File: config.mk
export PLATFORM = sky130hd
export DESIGN_NAME = axil_mm2s
export DESIGN_NICKNAME = d
export VERILOG_FILES = /design/src/rtl/axil_mm2s.sv
export SDC_FILE = /design/constraint.sdc
export NUM_CORES = 1
export LEC_CHECK = 0
export ABC_CLOCK_PERIOD_IN_PS = 4700
export CORE_UTILIZATION = 41
export CTS_CLUSTER_DIAMETER = 120
export DETAILED_ROUTE_END_ITERATION = 8
export GPL_TIMING_DRIVEN = 0
export PLACE_DENSITY = 0.6
export SLEW_MARGIN = 15
export SYNTH_ARGS = -nofsm -noshare
export SYNTH_HDL_FRONTEND = slang
export SYNTH_SLANG_ARGS = --single-unit
File: constraint.sdc
create_clock -name clk -period 4.7 [get_ports clk]
set_clock_uncertainty 0.1 [all_clocks]
set_input_delay 0.94 -clock clk [delete_from_list [all_inputs] [get_ports clk]]
set_output_delay 0.94 -clock clk [all_outputs]
set_load 0.01 [all_outputs]
File: src/rtl/axil_mm2s.sv
// Generic FIFO: registered count, head read straight from storage.
// Latency: a push is visible at the head one cycle later.
// Backpressure: the caller guarantees space; a push while full without a pop is illegal.
module axil_mm2s_fifo #(
   parameter int W     = 32,
   parameter int DEPTH = 8
) (
   input  logic                     clk,
   input  logic                     rst_n,
   input  logic                     push_vld,
   input  logic [W-1:0]             push_dat,
   input  logic                     pop_rdy,
   output logic [W-1:0]             head_dat,
   output logic [$clog2(DEPTH):0]   count
);
   localparam int PW = $clog2(DEPTH);
   localparam logic [PW:0] FULL = (PW+1)'(DEPTH);

   logic [W-1:0]  mem [DEPTH];
   logic [PW-1:0] wr_ptr, rd_ptr;
   logic          pop;

   assign pop      = pop_rdy && (count != '0);
   assign head_dat = mem[rd_ptr];

   always_ff @(posedge clk) begin
      if (!rst_n) begin
         wr_ptr <= '0;
         rd_ptr <= '0;
         count  <= '0;
      end else begin
         if (push_vld) wr_ptr <= wr_ptr + 1'b1;
         if (pop)      rd_ptr <= rd_ptr + 1'b1;
         case ({push_vld, pop})
            2'b10:   count <= count + 1'b1;
            2'b01:   count <= count - 1'b1;
            default: count <= count;
         endcase
      end
   end

   always_ff @(posedge clk) begin
      if (push_vld) mem[wr_ptr] <= push_dat;
   end

   // Credit accounting upstream makes overflow unreachable.
   assert property (@(posedge clk) disable iff (!rst_n) !(push_vld && !pop && count == FULL));
endmodule

// Reads cfg_len words from base upward over AXI-lite and streams them out with last.
// Latency: first address the cycle after start; response to out_valid is 1 cycle.
// Backpressure: out_ready stalls are absorbed by the FIFO; address issue is credit-limited.
module axil_mm2s #(
   parameter int DATA_WIDTH = 32,
   parameter int ADDR_WIDTH = 32,
   parameter int LEN_WIDTH  = 16,
   parameter int FIFO_DEPTH = 8
) (
   input  logic                  clk,
   input  logic                  rst_n,
   input  logic [ADDR_WIDTH-1:0] cfg_base_addr,
   input  logic [LEN_WIDTH-1:0]  cfg_len,
   input  logic                  cfg_start,
   output logic                  busy,
   output logic                  done,
   output logic [ADDR_WIDTH-1:0] m_araddr,
   output logic                  m_arvalid,
   input  logic                  m_arready,
   input  logic [DATA_WIDTH-1:0] m_rdata,
   input  logic                  m_rvalid,
   output logic                  m_rready,
   output logic [DATA_WIDTH-1:0] out_data,
   output logic                  out_valid,
   input  logic                  out_ready,
   output logic                  out_last
);
   localparam int CW = $clog2(FIFO_DEPTH) + 1;
   localparam logic [ADDR_WIDTH-1:0] STRIDE = ADDR_WIDTH'(DATA_WIDTH / 8);

   typedef enum logic [1:0] {IDLE, RUN, DONE} state_t;

   state_t                 state;
   logic [LEN_WIDTH-1:0]   len_q, ar_idx, out_idx, inflight, ar_idx_nxt;
   logic [LEN_WIDTH:0]     credit_use;
   logic [CW-1:0]          fifo_cnt;
   logic [DATA_WIDTH-1:0]  head_dat;
   logic                   ar_acc, r_acc, pop_acc, ar_more;

   assign ar_acc    = m_arvalid && m_arready;
   assign r_acc     = m_rvalid && m_rready;
   assign pop_acc   = out_valid && out_ready;
   assign m_rready  = (state == RUN);
   assign out_valid = (fifo_cnt != '0);
   assign out_data  = out_valid ? head_dat : '0;
   assign out_last  = out_valid && (out_idx == len_q - 1'b1);

   // The address being accepted this cycle already holds a FIFO slot.
   assign ar_idx_nxt = ar_idx + LEN_WIDTH'(ar_acc);
   assign credit_use = (LEN_WIDTH+1)'(fifo_cnt) + (LEN_WIDTH+1)'(inflight) + (LEN_WIDTH+1)'(ar_acc);
   assign ar_more    = (ar_idx_nxt < len_q) && (credit_use < (LEN_WIDTH+1)'(FIFO_DEPTH));

   always_ff @(posedge clk) begin
      if (!rst_n) begin
         state     <= IDLE;
         busy      <= 1'b0;
         done      <= 1'b0;
         m_arvalid <= 1'b0;
         m_araddr  <= '0;
         len_q     <= '0;
         ar_idx    <= '0;
         out_idx   <= '0;
         inflight  <= '0;
      end else begin
         done <= 1'b0;
         case (state)
            IDLE: begin
               if (cfg_start) begin
                  len_q    <= cfg_len;
                  m_araddr <= cfg_base_addr;
                  ar_idx   <= '0;
                  out_idx  <= '0;
                  inflight <= '0;
                  busy     <= 1'b1;
                  if (cfg_len == '0) begin
                     state <= DONE;
                     done  <= 1'b1;
                  end else begin
                     state     <= RUN;
                     m_arvalid <= 1'b1;
                  end
               end
            end
            RUN: begin
               if (!m_arvalid || m_arready) m_arvalid <= ar_more;
               if (ar_acc) begin
                  ar_idx   <= ar_idx_nxt;
                  m_araddr <= m_araddr + STRIDE;
               end
               case ({ar_acc, r_acc})
                  2'b10:   inflight <= inflight + 1'b1;
                  2'b01:   inflight <= inflight - 1'b1;
                  default: inflight <= inflight;
               endcase
               if (pop_acc) out_idx <= out_idx + 1'b1;
               if (pop_acc && out_last) begin
                  state     <= DONE;
                  done      <= 1'b1;
                  m_arvalid <= 1'b0;
               end
            end
            DONE: begin
               state <= IDLE;
               busy  <= 1'b0;
            end
            default: state <= IDLE;
         endcase
      end
   end

   axil_mm2s_fifo #(.W(DATA_WIDTH), .DEPTH(FIFO_DEPTH)) u_fifo (
      .clk      (clk),
      .rst_n    (rst_n),
      .push_vld (r_acc),
      .push_dat (m_rdata),
      .pop_rdy  (out_ready),
      .head_dat (head_dat),
      .count    (fifo_cnt)
   );
endmodule

==> results.toml <==
[logic_synthesis]
yosysWarnings = 0
yosysTopAreaCellShare_pct = 45.7
synth_edf_count = 256
synth-main-ff-cell = "edfxtp_1"
synthArstFlopShare_pct = 0
ys_seq_elements = 370
synth_nets = 1473
synth_top_area_cell = "edfxtp_1"
syn-cell-area_sq_um = 16800
synthTopCellsByArea = "edfxtp_1 46%, dfxtp_1 14%, mux4_2 8.6%"
synth_seq_area_share_pct = 59.3
synthDistinctLibCells = 63
syn_inst = 1342
avgSynthCellArea_sq_um = 12.5

[timing]
finalSetupViolCount = 0
maxSlewHeadroom_pct = 39.7
setup_slack_ns = 0.194
tightest_slew_ns = 0.904
finalCriticalPeriod_ns = 4.51
period_share_pct = 95.9
hold_violations = 0
setup_tns_ns = 0
max_freq_ghz = 0.222
slew_viol_final = 0

[worst_setup_path]
cp-startpoint = "len_q[5]"
startpoint_type = "register"
worst-path-max-fanout = 6
path_class = "reg2out"
worstPathArrival_ns = 3.47
required_ns = 3.66
r2r_start = "state[1]"
end_kind = "output port"

[floorplan]
core_area_sq_um = 40100
fp-row-count = 73
fp.dieW_microns = 204
ios = 156
die_h_microns = 204
initial_core_util_pct = 41.9
dieArea_sq_um = 41800

[power_and_ir_drop]
power_density_nw_per_um2 = 429
p_int_mw = 6.53
ir_drop_uv = 202
comb_power_share_pct = 22.2
total_power_mw = 8.90
p_leak_nw = 7.09
p_seq_share_pct = 40.9
power_switching_mw = 2.37
clock_power_share_pct = 36.9
netSwitchingFraction_pct = 26.6

[worst_hold_path]
hp-class = "reg2reg"
hp-start = "m_araddr[0]"

[clock_network]
cts-buffers-inserted = 41
cts_sinks = 370
cts_tree = "done"
clockRootBuffer = "clkbuf_16"
clkTransAtPathRegs_ns = 0.06
h-tree-depth = 2
cts.path.max_buffers = 3
cts_hold_buf = 0
clock_latency_ns = 0.55

[global_route]
grt_max_degree = 23
grt_pass1_wl_microns = 65000
grt_overflow_total = 0
grtUsageTotal_pct = 20.3
grt_pass1_vias = 11600
antenna_found_initial = 1

[place]
globalplace.congestion = 0.876
io_buffers = 154
preCtsSetupSlack_ns = -0.562
dpl.hpwl_microns = 28900
placed_area_sq_um = 19300
dpl.cell_count = 2037

[route]
drcViolationCount = 0
wl_met1_microns = 18800
route.met3.wl_microns = 2510
drt_iter0_markers = 699
wl_met2_microns = 19500
vias_per_cell = 5.54
top_layer = "met4"
wl_per_cell_microns = 19.9
vias = 11700
antenna_left = 0
dr.pass1.iters = 5
drt_wl_total_microns = 42000

[run_status]
run_status = "finished clean"

[final_layout]
layout.nets = 1687
final_cell_count_no_fill = 2114
layout-drive-gt1-share_pct = 11.6
syn_to_final_growth_pct = 23.6
fill_cells = 3474
final_area_sq_um = 20800

[flow_run]
cap_viol_max_count = 0
[registers in the layout, summed over array words and instances (netlist names), named ones only]
register,flops
m_arvalid,1
state,2
len_q,16
u_fifo.wr_ptr,3
m_araddr,32
ar_idx,16
u_fifo.count,4
inflight,16
u_fifo.mem,256
busy,1
out_idx,16
done,1
u_fifo.rd_ptr,3
[layout by cell type, fill, tap and decap left out, drive strengths merged, types with 17 or more instances in the layout]
cell,n
and2,27
nand2,111
dfxtp,114
edfxtp,256
nor3,26
ha,43
a21oi,76
xor2,35
mux2i,32
buf,24
clkdlybuf4s50,154
nand4,17
clkbuf,115
and3,19
nor2,131
nand3,44
xnor2,30
mux4,64
a22oi,19
o21ai,64
inv,33
[critical path, stage by stage (launching register included)]
cell             delay (ns)
dfxtp_1                0.37
or4_4                  0.58
nor2_4                 0.12
and4_1                 0.23
xnor2_1                0.07
a211o_1                0.28
or3b_1                 0.38
and4b_2                0.34
clkdlybuf4s50_1        0.55
[per-stage QoR]
stage	hold slack (ns)	util [%]
floorplan	0.349	-
global placement	0.349	47.4
detailed placement	0.362	48.1
CTS	0.371	51.6
global route	0.406	51.8
finish	0.372	51.8
[synthesized netlist by cell type (14+ instances only)]
master	n
nor3_1	25
a21oi_1	76
and2_1	27
mux4_2	64
ha_1	43
clkbuf_1	54
o21ai_1	25
mux2i_1	32
nand2_1	111
xnor2_1	30
nor2_1	130
edfxtp_1	256
inv_1	28
dfxtp_1	114
a31oi_1	14
a22oi_1	19
nand3_1	44
and3_1	19
nand4_1	17
o21ai_0	39
xor2_1	35
[area by class of cell]
cell class | instances | area [sq um] | share of cell area, %
tap | 525 | 657 | 3.16
antenna | 1 | 2.50 | 0.0120
inverter | 32 | 120 | 0.578
clock inverter | 16 | 231 | 1.11
multi-input combinational | 875 | 6610 | 31.8
clock buffer | 59 | 1150 | 5.55
buffer | 65 | 267 | 1.28
sequential | 370 | 9970 | 48.0
timing repair buffer | 171 | 1760 | 8.49
[final timing paths]
path / slack, ns / to / cells past startpoint
max: 0.19 / out_last / 8
min: 0.37 / m_araddr[0] / 2
max reg2reg: 0.64 / inflight[15] / 14
min reg2reg: 0.37 / m_araddr[0] / 2
[cell families after synthesis]
family | Yosys count | share of synthesized area, %
buffers and inverters | 97 | 2.18
XOR/XNOR | 65 | 3.39
AND/OR/NAND/NOR | 427 | 12.1
flip-flops | 370 | 59.3
AO/OA/AOI/OAI | 241 | 8.99
multiplexers | 97 | 10.6
adder cells (fa/ha/maj) | 45 | 3.44
[what timing repair did]
item                                    4_1_cts  5_1_grt
endpoints found under the setup margin        7       34
pin swaps                                     0        1
buffers inserted                              0        1
gates resized for setup                       6       23
[power groups by stage]
stage          Sequential, mW  Clock [mW]  Combinational, mW
4_1_cts                  3.64        3.34               2.01
2_1_floorplan            3.69           0               1.14
3_5_place_dp             3.70           0               1.99
6_report                 3.64        3.28               1.98
3_3_place_gp             3.71           0               1.96
5_1_grt                  3.65        3.46               2.16
[routing by layer]
| layer | up-vias | GRT usage (%) |
|---|---|---|
| met1 | 5768 | 27.7 |
| met5 | - | 0 |
| met3 | 72 | 3.41 |
| met2 | 395 | 32.6 |
| li1 | 5483 | - |
| met4 | 0 | 7.25 |
(Power assumes the default switching activity.)
